$ cat src/rtl/imem_boot_loader.sv
// imem_boot_loader: packs a length-prefixed byte stream into 32-bit words, writes them to i_mem and stalls the CPU until the load completes
module imem_boot_loader #(
  parameter int DATA_WIDTH = 32,
  parameter int ADDR_WIDTH = 12
) (
  input  logic                  clock,
  input  logic                  reset,
  input  logic                  start,
  input  logic                  run,
  input  logic                  rx_valid,
  input  logic [7:0]            rx_data,
  output logic                  rx_ready,
  input  logic                  fetch_readEnable,
  input  logic [ADDR_WIDTH-1:0] fetch_address,
  output logic                  mem_readEnable,
  output logic [ADDR_WIDTH-1:0] mem_readAddress,
  output logic                  mem_writeEnable,
  output logic [ADDR_WIDTH-1:0] mem_writeAddress,
  output logic [DATA_WIDTH-1:0] mem_writeData,
  output logic                  cpu_stall,
  output logic                  load_done,
  output logic                  load_error
);
  localparam logic [16:0] MAX_WORDS = 17'(2 ** ADDR_WIDTH / 4);
  typedef enum logic [2:0] {IDLE, LEN_HI, LEN_LO, DATA, WRITE, DONE, ERROR} state_t;
  state_t state, nxt;
  logic [15:0] len, word_cnt, len_n;
  logic [1:0] byte_cnt;
  logic [DATA_WIDTH-1:0] asm_word, asm_next;
  logic accept;
  assign accept = rx_valid && rx_ready;
  assign len_n = {len[15:8], rx_data};
  assign asm_next = {asm_word[DATA_WIDTH-9:0], rx_data};
  assign mem_readEnable = fetch_readEnable && !cpu_stall;
  assign mem_readAddress = fetch_address;
  // next-state decode; start has priority over run in IDLE
  always_comb begin
    nxt = state;
    case (state)
      IDLE:   nxt = start ? LEN_HI : run ? DONE : IDLE;
      LEN_HI: nxt = accept ? LEN_LO : LEN_HI;
      LEN_LO: nxt = !accept ? LEN_LO : len_n == 16'd0 ? DONE : {1'b0, len_n} > MAX_WORDS ? ERROR : DATA;
      DATA:   nxt = (accept && byte_cnt == 2'd3) ? WRITE : DATA;
      WRITE:  nxt = (word_cnt + 16'd1 == len) ? DONE : DATA;
      DONE:   nxt = start ? LEN_HI : DONE;
      ERROR:  nxt = start ? LEN_HI : ERROR;
      default: nxt = IDLE;
    endcase
  end
  // state, datapath and registered outputs decoded from the upcoming state
  always_ff @(posedge clock) begin
    if (reset) begin
      state <= IDLE;
      len <= '0;
      word_cnt <= '0;
      byte_cnt <= '0;
      asm_word <= '0;
      rx_ready <= 1'b0;
      mem_writeEnable <= 1'b0;
      mem_writeAddress <= '0;
      mem_writeData <= '0;
      cpu_stall <= 1'b1;
      load_done <= 1'b0;
      load_error <= 1'b0;
    end else begin
      state <= nxt;
      rx_ready <= nxt == LEN_HI || nxt == LEN_LO || nxt == DATA;
      mem_writeEnable <= nxt == WRITE;
      cpu_stall <= nxt != DONE;
      load_done <= nxt == DONE;
      load_error <= nxt == ERROR;
      if (state == LEN_HI && accept) len[15:8] <= rx_data;
      if (state == LEN_LO && accept) begin
        len[7:0] <= rx_data;
        word_cnt <= '0;
        byte_cnt <= '0;
        mem_writeAddress <= '0;
      end
      if (state == DATA && accept) begin
        asm_word <= asm_next;
        byte_cnt <= byte_cnt + 2'd1;
        if (byte_cnt == 2'd3) begin
          mem_writeData <= asm_next;
          mem_writeAddress <= {word_cnt[ADDR_WIDTH-3:0], 2'b00};
        end
      end
      if (state == WRITE) word_cnt <= word_cnt + 16'd1;
    end
  end
endmodule

$ cat config.mk
export PLATFORM = sky130hd
export DESIGN_NAME = imem_boot_loader
export DESIGN_NICKNAME = d
export VERILOG_FILES = /design/src/rtl/imem_boot_loader.sv
export SDC_FILE = /design/constraint.sdc
export NUM_CORES = 1
export LEC_CHECK = 0
export ABC_AREA = 0
export CAP_MARGIN = 20
export CORE_MARGIN = 1
export CORE_UTILIZATION = 47
export DETAILED_ROUTE_END_ITERATION = 12
export MAX_ROUTING_LAYER = met4
export PLACE_DENSITY_LB_ADDON = 0.15
export RECOVER_POWER = 25
export SLEW_MARGIN = 10
export SYNTH_ARGS = -nofsm -noshare
export SYNTH_HDL_FRONTEND = slang
export SYNTH_SLANG_ARGS = --single-unit
$ cat constraint.sdc
create_clock -name clock -period 2.4 [get_ports clock]
set_clock_uncertainty 0.05 [all_clocks]
set_input_delay 0.48 -clock clock [delete_from_list [all_inputs] [get_ports clock]]
set_output_delay 0.48 -clock clock [all_outputs]
set_load 0.03 [all_outputs]
-- Yosys cells after proc, flatten, opt, wreduce, memory -nomap -nowiden
Index checks and enable logic that the tools add are counted.
- bits in read-only memories: 0
- memory bits (writable): 0
- flip-flop bits (word level): 110
- output and inout port bits: 62
- latch bits: 0
- input port bits: 26
- memories: 0
- div/mod/pow operators: 0
- order comparisons: 1
- multipliers: 0
- shift operators: 0
- equal/unequal tests: 15
- $add $sub $neg: 2
- muxes and demuxes: 18
- bitwise logic cells: 0
- reduce and logical (&&, ||, !) cells: 14
- operators with widths (operator ; number):
    12-bit two-way mux ; 3
    16-bit two-way mux ; 2
    3-bit two-way mux ; 9
    3-bit case mux with 7 select lines ; 1
    3-bit equality test, second input constant ; 6
    16-bit by 1-bit adder with 16-bit output, second input constant ; 1
    16-bit equality test ; 1
    16-bit by 11-bit > comparator with 1-bit output, second input constant ; 1
    16-bit zero test ; 1
    3-bit by 2-bit equality test with 1-bit output, second input constant ; 4
    3-bit by 1-bit equality test with 1-bit output, second input constant ; 2
    1-bit logical AND ; 6
    2-bit two-way mux ; 3
    2-bit nonzero test ; 2
    3-bit zero test ; 1
    3-bit != test, second input constant ; 1
    2-bit by 1-bit adder with 2-bit output, second input constant ; 1
    2-bit equality test, second input constant ; 1
    1-bit logical OR ; 2
    2-bit AND reduction ; 1
    1-bit zero test ; 1

-- Longest topological paths before layout
- word-level depth: 8
- mapped depth: 9

-- Worst setup path before layout
Ideal clock, no wire load.
- kind: register to register
- from: register word_cnt[1]
- to: register rx_ready
- arrival time: 2.115 ns
- cell stages (with the launch flop): 10
- setup slack: 0.120 ns
- path through: dfxtp_1 > ha_1 > buf_4 > nand3_2 > or3_4 > a2111oi_2 > nand4_1 > nor4_2 > a21boi_0 > and2_1
- word-level cells in the longest chain between the ends: 7
- elaborated cells between the ends (all ways): 9
- those cells by class: 1 x add/sub; 4 x eq/ne; 2 x mux; 2 x reduce/logical
- ends and longest elaborated chain (element ; RTL line ; source):
    from (decl) ; 27 ; logic [15:0] len, word_cnt, len_n;
    from (signal assigned) ; 87 ; if (state == WRITE) word_cnt <= word_cnt + 16'd1;
    16-bit by 1-bit adder with 16-bit output (*) ; 44 ; WRITE: nxt = (word_cnt + 16'd1 == len) ? DONE : DATA;
    16-bit equality test (*) ; 44 ;
    3-bit two-way mux (*) ; 44 ;
    3-bit case mux with 7 select lines (*) ; 39 ; case (state)
    3-bit by 1-bit equality test with 1-bit output or 3-bit by 2-bit equality test with 1-bit output (tied branches) ; 67 ; rx_ready <= nxt == LEN_HI || nxt == LEN_LO || nxt == DATA;
    1-bit logical OR ; 67 ;
    1-bit logical OR (*) ; 67 ;
    to (signal assigned) ; 58 ; rx_ready <= 1'b0;
    to (signal assigned) ; 67 ;
    to (decl) ; 12 ; output logic rx_ready,
Mark *: on every way between the ends. The rest lies on a longest branch, timed or not.
A chain may end at the register's enable or synchronous reset.

-- Worst setup path in the final report
- from: register word_cnt[3]
- to: register load_done
- word-level cells in the longest chain between the ends: 5
- ends and longest elaborated chain (element ; RTL line ; source):
    16-bit by 1-bit adder with 16-bit output ; 44 ;
    16-bit equality test ; 44 ;
    3-bit two-way mux ; 44 ;
    3-bit case mux with 7 select lines ; 39 ;
    3-bit equality test ; 70 ; load_done <= nxt == DONE;
    to (signal assigned) ; 63 ; load_done <= 1'b0;
    to (signal assigned) ; 70 ;
    to (decl) ; 21 ; output logic load_done,
No other way between the ends.

==> impl_metrics.json <==
{
  "outcome": "finished, final reports clean",
  "drt_pass1_iterations": 5,
  "slew_viol_final": 0,
  "final_core_util_pct": 60.4,
  "yosysWarnings": 0,
  "cts-buffers-inserted": 9,
  "post_cts_resized": 0,
  "synthesis.nets": 640,
  "core_area_um2": 9860,
  "setup_viol": 0,
  "wl_per_cell_um": 14.8,
  "place_ws_ns": -0.00343,
  "arrival_ns": 2.52,
  "multiInputGateArea_um2": 2380,
  "worstSkewPairLatency_ns": 0.37,
  "cts.sink_count": 110,
  "antenna_found_initial": 0,
  "hold_path_class": "flip-flop to flip-flop",
  "start_util_pct": 48.9,
  "clockBufferDepth": 2,
  "setup_tns_ns": 0,
  "synth_compound_area_share_pct": 16.6,
  "peakVddDrop_mv": 0.384,
  "die_x_um": 103,
  "worstMarginPinSlew_ns": 0.784,
  "synth_top_area_share_pct": 45.7,
  "fmax_mhz": 442,
  "period_minus_slack_ns": 2.26,
  "row_count": 36,
  "dp_hpwl_um": 8350,
  "root_buffer": "clkbuf_8",
  "crit_type": "flip-flop to flip-flop",
  "synth_edf_count": 0,
  "vias": 4406,
  "synth-simple-area-share_pct": 25.8,
  "drt_iter0_drc": 299,
  "r2r_start": "word_cnt[3]",
  "required_ns": 2.66,
  "grt_pass1_wl_um": 19100,
  "synthMuxAreaShare_pct": 1.87,
  "drc": 0,
  "path_max_fanout": 5,
  "wl_um": 12100,
  "start_kind": "flip-flop",
  "drive_gt1_share_pct": 11.5,
  "portBuffers": 63,
  "synth.most_common_cell": "nand2_1",
  "finalPower_mw": 3.27,
  "fin_nets": 707,
  "crit_start": "word_cnt[3]",
  "nFillCells": 883,
  "place.gp.congestion": 0.906,
  "diodes": 0,
  "endpoint_kind": "flip-flop",
  "cts.htree.levels": 3,
  "grt_pass1_vias": 3849,
  "r2r_slack_ns": 0.14,
  "dieArea_um2": 10700,
  "reg2reg_to": "load_done",
  "min_from": "mem_writeData[23]",
  "synth_xor_area_share_pct": 3.63,
  "worst_slack_ns": 0.139,
  "cts.clk_slew.worst_paths_ns": 0.11,
  "ys.flop_type": "dfxtp_1",
  "track_usage_pct": 23.8,
  "overflow": 0,
  "cts-hold-fix-buffers": 0,
  "period_share_pct": 94.2,
  "async_reset_ff_share_pct": 0,
  "die-height_um": 103,
  "max_cap_violations": 0,
  "slew_headroom_pct": 47.6,
  "stdcell_count": 817,
  "leakage_nw": 2.03,
  "ys_seq_area_share_pct": 45.7,
  "cts_tree": "done",
  "grt_max_degree": 54,
  "pin_count": 88,
  "r2r_cells": 8,
  "dpl.cell_count": 801,
  "synth-seq-cells": 110,
  "synth_top_family_by_area": "simple AND/OR/NAND/NOR gates",
  "ys_top_cells_by_count": "nand2_1, dfxtp_1, a21oi_1",
  "synth_fa_ha_area_share_pct": 0.519,
  "post_cts_buffers": 0,
  "ant_nets": 0,
  "avgSynthCellArea_um2": 7.88,
  "seqCellArea_um2": 2210,
  "yosys.area.top_type": "dfxtp_1",
  "syn_to_final_growth_pct": 23.6,
  "hold_viol": 0,
  "yosys-top-cells-area": "dfxtp_1, nand2_1, a21oi_1",
  "cp-endpoint": "load_done",
  "netlist_area_um2": 4820,
  "viasPerCell": 5.39,
  "syn_inst": 612,
  "power.density_nw_per_um2": 548,
  "yosysUniqueCellTypes": 52
}
cells in the final DEF, fill, tap and decap left out, drive strengths merged, types with 3 or more instances in the layout:
cell type      instances
nand2                149
dfxtp                110
a21oi                 83
clkdlybuf4s50         61
nor2                  54
buf                   43
nand3                 17
o21ai                 16
clkbuf                16
a22oi                 12
xnor2                 11
nor3                   9
xor2                   9
mux2i                  9
inv                    8
nor4                   7
nand2b                 6
nand4                  6
or3                    5
nor2b                  4
and2                   4
a311oi                 4
nor3b                  3
and4                   3
o221ai                 3
a31oi                  3
o21a                   3
through the flow:
stage	cell area [µm²]	hold WS, ns
2_1_floorplan	4820	0.382
3_3_place_gp	5740	0.391
3_5_place_dp	5740	0.395
4_1_cts	5930	0.413
5_1_grt	5960	0.426
6_report	5960	0.409
area by class of cell:
type	instances	share of cell area (%)
flip-flops and latches	110	37.1
clock buffers	10	2.14
clock inverters	6	1.05
repair buffers	111	16.7
well taps	133	2.79
multi-input cells	443	40.0
inverters	4	0.252
power by group:
group          internal [mW]  switching (mW)
clock                  0.409           0.677
sequential              1.85          0.0289
combinational          0.122           0.182
total                   2.38           0.888
metal layers:
metal  routed length [µm]  global-route usage [%]  part of all wire (%)
met3                  664                    3.76                   5.5
met5                    0                       -                     0
met1                 5830                    34.0                    48
met4                   82                    5.85                  0.68
met2                 5550                    35.1                    46
registers in the layout, indices dropped and copies added, names as in the netlist:
name	flops
load_done	1
mem_writeEnable	1
state	3
word_cnt	16
load_error	1
cpu_stall	1
asm_word	24
mem_writeAddress	12
rx_ready	1
len	16
mem_writeData	32
byte_cnt	2
kinds of logic (layout without fill, tap and decap cells):
| group | after synthesis | in the layout |
|---|---|---|
| AO/OA/AOI/OAI | 137 | 137 |
| XOR/XNOR | 20 | 20 |
| adder cells (fa/ha/maj) | 2 | 2 |
| buffers and inverters | 59 | 131 |
| flip-flops | 110 | 110 |
| multiplexers | 9 | 9 |
| AND/OR/NAND/NOR | 275 | 275 |
critical path: stages, from the launching register on:
cell,delay [ns]
dfxtp_1,0.47
nand4_4,0.19
nor4_2,0.30
buf_4,0.17
xnor2_1,0.14
o2111ai_2,0.18
nor4_4,0.36
o21a_2,0.22
and3_1,0.14
worst min path at each step:
stage,end,slack [ns],cells after the start
floorplan,mem_writeData[24],0.38,2
global placement,mem_writeData[23],0.39,2
detailed placement,mem_writeData[25],0.40,2
CTS,mem_writeData[25],0.41,2
global route,mem_writeData[29],0.43,2
finish,mem_writeData[23],0.41,2
(Power assumes the default switching activity.)
